## config.mk

```make
export PLATFORM = sky130hd
export DESIGN_NAME = fetch_ctrl
export DESIGN_NICKNAME = d
export VERILOG_FILES = /design/src/rtl/fetch_pkg.sv /design/src/rtl/fetch_ctrl_branch_lut.sv /design/src/rtl/fetch_ctrl.sv
export SDC_FILE = /design/constraint.sdc
export NUM_CORES = 1
export LEC_CHECK = 0
export BUFFER_PORTS_ARGS = -buffer_cell sky130_fd_sc_hd__buf_2
export CAP_MARGIN = 20
export CORE_MARGIN = 3
export CORE_UTILIZATION = 59
export DETAILED_ROUTE_END_ITERATION = 8
export GPL_TIMING_DRIVEN = 0
export HOLD_SLACK_MARGIN = 0.15
export PLACE_DENSITY = 0.86
export SETUP_SLACK_MARGIN = 0.3
export SLEW_MARGIN = 25
export SYNTH_ARGS = -nofsm -noshare
export SYNTH_HDL_FRONTEND = slang
export SYNTH_SLANG_ARGS = --single-unit
```

## constraint.sdc

```tcl
create_clock -name CLK -period 4.2 [get_ports CLK]
set_input_delay 0.21 -clock CLK [delete_from_list [all_inputs] [get_ports CLK]]
set_output_delay 0.21 -clock CLK [all_outputs]
set_load 0.03 [all_outputs]
```

## src/rtl/fetch_pkg.sv

```systemverilog
// Shared definitions for the instruction-fetch controller: opcodes, FSM states
// and the absolute jump-target table.
package fetch_pkg;

    localparam logic [2:0] OP_HALT = 3'b111;
    localparam logic [2:0] OP_JMP  = 3'b110;
    localparam logic [2:0] OP_BEZ  = 3'b101;

    typedef enum logic [1:0] {
        IDLE   = 2'd0,
        INIT   = 2'd1,
        RUN    = 2'd2,
        HALTED = 2'd3
    } state_e;

    // Entry 0 is the rightmost element; edit per program image.
    localparam logic [7:0][15:0] BRANCH_TABLE = {
        16'hFFF0, 16'h0200, 16'h0100, 16'h0080,
        16'h0040, 16'h0020, 16'h0010, 16'h0000
    };

    function automatic logic [15:0] lut_read(input logic [2:0] idx);
        return BRANCH_TABLE[idx];
    endfunction

endpackage

```

## src/rtl/fetch_ctrl_branch_lut.sv

```systemverilog
// Absolute jump-target lookup: 3-bit JMP index to a full PC value.
module branch_lut
    import fetch_pkg::*;
#(
    parameter int PC_W = 16
) (
    input  logic [2:0]      i_idx,
    output logic [PC_W-1:0] o_target
);

    assign o_target = PC_W'(lut_read(i_idx));

endmodule

```

## src/rtl/fetch_ctrl.sv

```systemverilog
// Fetch-side sequencer driving the PC block: start-up clear, run-time branch
// decode, normal halt and a run-cycle watchdog.
module fetch_ctrl
    import fetch_pkg::*;
#(
    parameter int          PC_W        = 16,
    parameter int          INIT_CYCLES = 2,
    parameter logic [15:0] MAX_CYCLES  = 16'hFFFF
) (
    input  logic            CLK,
    input  logic            RESET_N,
    input  logic            Start,
    input  logic [8:0]      Instr,
    input  logic [PC_W-1:0] PC,
    input  logic            ALU_zero,
    output logic [1:0]      Init,
    output logic            Halt,
    output logic            Branch_abs,
    output logic            Branch_rel_en,
    output logic [PC_W-1:0] Target,
    output logic            Done,
    output logic            Error
);

    localparam logic [3:0] INIT_LOAD = 4'(INIT_CYCLES - 1);

    state_e          r_state;
    state_e          w_state_nxt;
    logic [3:0]      r_init_cnt;
    logic [3:0]      w_init_cnt_nxt;
    logic [15:0]     r_cycle_cnt;
    logic [15:0]     w_cycle_cnt_nxt;
    logic            r_done;
    logic            w_done_nxt;
    logic            r_error;
    logic            w_error_nxt;
    logic [2:0]      w_opcode;
    logic            w_watchdog;
    logic [PC_W-1:0] w_offset;
    logic [PC_W-1:0] w_lut_target;
    logic            w_unused;

    // The zero flag is consumed by the PC block, not here.
    assign w_unused   = ALU_zero;
    assign w_opcode   = Instr[8:6];
    assign w_watchdog = (r_cycle_cnt == (MAX_CYCLES - 16'd1));
    assign w_offset   = {{(PC_W-6){Instr[5]}}, Instr[5:0]};

    branch_lut #(.PC_W(PC_W)) u_branch_lut (
        .i_idx    (Instr[2:0]),
        .o_target (w_lut_target)
    );

    // State, counters and status flags
    always_ff @(posedge CLK or negedge RESET_N) begin
        if (!RESET_N) begin
            r_state     <= IDLE;
            r_init_cnt  <= 4'd0;
            r_cycle_cnt <= 16'd0;
            r_done      <= 1'b0;
            r_error     <= 1'b0;
        end else begin
            r_state     <= w_state_nxt;
            r_init_cnt  <= w_init_cnt_nxt;
            r_cycle_cnt <= w_cycle_cnt_nxt;
            r_done      <= w_done_nxt;
            r_error     <= w_error_nxt;
        end
    end

    // Next-state and PC-control decode
    always_comb begin
        w_state_nxt     = r_state;
        w_init_cnt_nxt  = r_init_cnt;
        w_cycle_cnt_nxt = r_cycle_cnt;
        w_done_nxt      = r_done;
        w_error_nxt     = r_error;
        Init            = 2'b01;
        Halt            = 1'b1;
        Branch_abs      = 1'b0;
        Branch_rel_en   = 1'b0;
        Target          = '0;
        case (r_state)
            IDLE: begin
                if (Start) begin
                    w_state_nxt    = INIT;
                    w_init_cnt_nxt = INIT_LOAD;
                end else begin
                    w_state_nxt = IDLE;
                end
            end
            INIT: begin
                Halt = 1'b0;
                if (r_init_cnt == 4'd0) begin
                    w_state_nxt     = RUN;
                    w_cycle_cnt_nxt = 16'd0;
                end else begin
                    w_init_cnt_nxt = r_init_cnt - 4'd1;
                end
            end
            RUN: begin
                Init            = 2'b00;
                Halt            = 1'b0;
                w_cycle_cnt_nxt = r_cycle_cnt + 16'd1;
                case (w_opcode)
                    OP_JMP: begin
                        Branch_abs = 1'b1;
                        Target     = w_lut_target;
                    end
                    OP_BEZ: begin
                        Branch_rel_en = 1'b1;
                        Target        = PC + w_offset;
                    end
                    OP_HALT: begin
                        Halt = 1'b1;
                    end
                    default: begin
                        Target = '0;
                    end
                endcase
                // A halt instruction wins over a coincident watchdog expiry.
                if (w_opcode == OP_HALT) begin
                    w_state_nxt = HALTED;
                    w_done_nxt  = 1'b1;
                    w_error_nxt = 1'b0;
                end else if (w_watchdog) begin
                    Halt        = 1'b1;
                    w_state_nxt = HALTED;
                    w_done_nxt  = 1'b1;
                    w_error_nxt = 1'b1;
                end else begin
                    w_state_nxt = RUN;
                end
            end
            HALTED: begin
                Init = 2'b00;
                if (Start) begin
                    w_state_nxt    = INIT;
                    w_init_cnt_nxt = INIT_LOAD;
                    w_done_nxt     = 1'b0;
                    w_error_nxt    = 1'b0;
                end else begin
                    w_state_nxt = HALTED;
                end
            end
            default: begin
                w_state_nxt = IDLE;
            end
        endcase
    end

    assign Done  = r_done;
    assign Error = r_error;

endmodule

```

==> summary.log <==
INFO  detailed_routing avgViaCountPerCell=5.80
INFO  synthesis      synth_flop_cell=sky130_fd_sc_hd__dfrtp_1
INFO  grt            antenna_found_initial=0
INFO  worst_setup_path crit_type=input pin to output pin
INFO  synthesis      yosysWarningCount=0
INFO  synthesis      post_synthesis_register_bit_count=24
INFO  pwr            seq_power_share=0.328
INFO  detailed_routing dr_wl_met3=200um
INFO  pwr            swShare=0.452
INFO  sta            fin_worst_hold_slack=0.319ns
INFO  place          dpl_cell_area=0.00258mm2
INFO  sta            setup_viol_count_final=0
INFO  worst_setup_path required_time_of_the_critical_path=3.99ns
INFO  finish         fin_cells=374
INFO  grt            global_route_wire_length_before_repair=8540um
INFO  worst_setup_path critical_path.reg2reg.endpoint=r_cycle_cnt[12]
INFO  worst_setup_path cp_data_arrival_time=2.51ns
INFO  place          final_gp_congestion=0.847
INFO  worst_setup_path setup.worst_path.end_class=output pin
INFO  detailed_routing route.layer.met1.wl=2260um
INFO  min_path       hold_path_class=input pin to register
INFO  pwr            peakVddDrop=476uV
INFO  floorplan      die-area=0.00464mm2
INFO  min_path       hold_end=Done
INFO  pwr            power.clock.fraction=0.129
INFO  pwr            cellInternalPower=0.576mW
INFO  min_path       hold_path_depth=4
INFO  synthesis      asyncSetResetFlopFracSynth=1.00
INFO  sta            clock.fmax=367MHz
INFO  sta            timing.max_slew.rel_slack=0.638
INFO  pwr            static_leakage_power=1.34nW
INFO  grt            first_global_vias=2012
INFO  clock_tree     clock_path_buffers=2
INFO  worst_setup_path reg2reg_from=r_state[0]
INFO  worst_setup_path timing.critical_path.mode_cell=sky130_fd_sc_hd__buf_2
INFO  worst_setup_path reg2reg_slack=2.02ns
INFO  sta            final_tns_setup=0ns
INFO  detailed_routing drc_errors=0
INFO  synthesis      synth-edff-count=0
INFO  finish         final_core_utilization=0.748
INFO  clock_tree     post_cts.resized_instances=0
INFO  pwr            netSwitchingPower=0.476mW
INFO  finish         filler_cell_count=296
INFO  clock_tree     number_of_sinks_driven_by_the_clock_tree=24
INFO  clock_tree     cts.reportedPaths.clkPinSlew=0.08ns
INFO  worst_setup_path cp_cell_sequence=buf_2, ha_1, inv_1, fa_1, nor2b_1, o21a_1, o21ai_0, a211oi_1, nor3_1, o31ai_1, buf_2
INFO  grt            grt_max_degree=25
INFO  floorplan      total_i_o_pin_count=52
INFO  worst_setup_path worstPathMaxFanout=5
INFO  clock_tree     clk_lat_worst_skew=0.26ns
INFO  floorplan      fp-row-count=21
INFO  detailed_routing routedWlPerCell=13.6um
INFO  sta            finalHoldViolations=0
INFO  run            maxCapViolCount=0
INFO  floorplan      die_h=68.1um
INFO  sta            number_of_max_slew_violations_in_the_final_report=0
INFO  status         run_status=finished clean
INFO  floorplan      initial_utilization=0.647
INFO  detailed_routing maxUsedRoutingLayer=met4
INFO  detailed_routing drt_first_pass_iters=4
INFO  synthesis      synth.yosys.seq_area_share=0.264
INFO  grt            global_route.overflow_total=0
INFO  clock_tree     cts_tree=built
INFO  finish         antenna_cells_inserted=0
INFO  synthesis      synthesis.nets=330
INFO  finish         flow.area_growth_from_synthesis=15.5%
INFO  pwr            power_dens_cells=399mW/mm2
INFO  detailed_routing drt-total-wl=5090um
INFO  finish         nets=385
INFO  place          hpwlAfterDp=4030um
INFO  sta            crit_path_time_final=2.72ns
INFO  floorplan      placeableCoreArea=0.00352mm2
INFO  place          place_worst_setup_slack=1.50ns
INFO  sta            timing.clock.skew=0.00322ns
INFO  sta            rsz_0062_raised_after_global_routing=false
INFO  detailed_routing detail_route.iter0.violations=91
INFO  sta            fin_crit_sh=0.648
INFO  detailed_routing ant_nets=0
INFO  clock_tree     h-tree-depth=1
INFO  synthesis      mappedNetlistArea=0.00228mm2
INFO  synthesis      avgSynthCellArea=8.29um2
INFO  clock_tree     tritoncts.num_buffers=3
INFO  finish         post_route_cells_drive_above_1_share=0.198
INFO  sta            worst-slew-pin-transition=0.543ns
INFO  min_path       hold_path.startpoint=Start
INFO  floorplan      dieWidth=68.1um
INFO  pwr            total_power=1.05mW
INFO  clock_tree     cts.hold.buffers_added=1
INFO  worst_setup_path r2r_cells=10
INFO  finish         postLayoutCellArea=0.00263mm2
INFO  worst_setup_path crit_path_top_delay_cell=sky130_fd_sc_hd__a211oi_1
INFO  clock_tree     setup_buffers_after_cts=0
INFO  worst_setup_path worst_setup_path_start_kind=input pin
INFO  sta            postLayoutSetupSlackWorst=1.48ns
INFO  synthesis      postSynthCellCount=275
INFO  pwr            comb_power_share=0.543
INFO  place          placed_cells=370
INFO  clock_tree     clock-root-buffer=sky130_fd_sc_hd__clkbuf_8
INFO  detailed_routing via_count=2168
INFO  synthesis      synth.distinct_cells=47
INFO  detailed_routing length_of_routed_met2_wiring=2590um
INFO  worst_setup_path critical-path-max-stage-delay=0.40ns
INFO  place          io_buffers=49
INFO  grt            grt_util_all_layers=0.235
flip-flops by register name, summed over array words and instances, names as in the netlist:
register,count
r_cycle_cnt,16
r_init_cnt,4
r_state,2
Done,1
Error,1
power groups by stage:
stage          Sequential (mW)  Combinational (mW)  Clock [mW]
6_report                 0.345               0.571       0.135
3_3_place_gp             0.345               0.552           0
4_1_cts                  0.344               0.573       0.136
2_1_floorplan            0.352               0.420           0
3_5_place_dp             0.349               0.569           0
5_1_grt                  0.353               0.644       0.144
cells in the final DEF, fill, tap and decap left out, types with 2 or more instances in the layout:
master	instances
sky130_fd_sc_hd__xor2_1	18
sky130_fd_sc_hd__o211ai_1	2
sky130_fd_sc_hd__o31ai_1	3
sky130_fd_sc_hd__a31oi_1	4
sky130_fd_sc_hd__o22ai_1	2
sky130_fd_sc_hd__nor2_1	25
sky130_fd_sc_hd__a21oi_1	18
sky130_fd_sc_hd__a21o_1	3
sky130_fd_sc_hd__and2_1	3
sky130_fd_sc_hd__inv_1	17
sky130_fd_sc_hd__dfrtp_1	24
sky130_fd_sc_hd__nor3_1	7
sky130_fd_sc_hd__xnor2_1	8
sky130_fd_sc_hd__o21ai_0	23
sky130_fd_sc_hd__a22o_1	2
sky130_fd_sc_hd__nor2b_1	2
sky130_fd_sc_hd__nand4_1	7
sky130_fd_sc_hd__ha_1	25
sky130_fd_sc_hd__buf_2	51
sky130_fd_sc_hd__clkbuf_1	6
sky130_fd_sc_hd__nand3_1	11
sky130_fd_sc_hd__mux2i_1	6
sky130_fd_sc_hd__nand2_1	22
sky130_fd_sc_hd__and3_1	5
sky130_fd_sc_hd__mux2_2	3
sky130_fd_sc_hd__o21a_1	3
sky130_fd_sc_hd__clkbuf_8	3
sky130_fd_sc_hd__a211oi_1	3
sky130_fd_sc_hd__and4_1	2
layer usage:
layer / vias to the layer above / global-route usage
li1: 1097 / -
met1: 1022 / 0.290
met2: 45 / 0.440
met3: 4 / 0.0197
met4: 0 / 0.0521
met5: - / 0
synthesized netlist by cell type (all sizes together) (7+ instances only):
cell type	instances	share of area
o21ai	23	0.051
inv	17	0.028
a21oi	18	0.040
nand4	7	0.019
nand3	11	0.024
dfrtp	24	0.26
xnor2	8	0.031
nor3	7	0.015
nor2	25	0.041
xor2	18	0.069
ha	25	0.14
nand2	22	0.036
critical path, delay by kind of cell:
| kind | cells | cell delay, ns |
|---|---|---|
| compound gates | 4 | 0.95 |
| fa+ha+maj | 2 | 0.59 |
| buf+inv | 3 | 0.45 |
| simple gates | 2 | 0.30 |
cells by family (layout without fill, tap and decap cells):
group           count (synthesis)  count (layout)  share of synthesized area
xor+xnor                       26              26                     0.0999
fa+ha+maj                      26              26                      0.146
compound gates                 71              71                      0.199
mux                             9               9                     0.0412
other cells                     1               1                    0.00165
flops                          24              24                      0.264
buf+inv                        26              79                     0.0456
simple gates                   92              92                      0.203
final cells by class:
class	instances	area (um2)	area share
sequential	24	601	0.228
buffer	9	40.0	0.0152
tap	46	57.6	0.0219
inverter	17	63.8	0.0242
clock buffer	3	41.3	0.0157
timing repair buffer	50	255	0.0970
multi-input combinational	225	1570	0.598
how the worst max path moves through the flow:
stage	cells after the start	slack, ns	from	endpoint
4_1_cts	11	1.50	Instr[0]	Target[12]
6_report	11	1.48	Instr[0]	Target[12]
3_5_place_dp	11	1.50	Instr[0]	Target[12]
5_1_grt	11	1.34	Instr[0]	Target[12]
3_3_place_gp	11	1.60	Instr[0]	Target[12]
2_1_floorplan	9	1.63	Instr[0]	Target[12]
No activity file was read; power rests on OpenSTA's default activity.
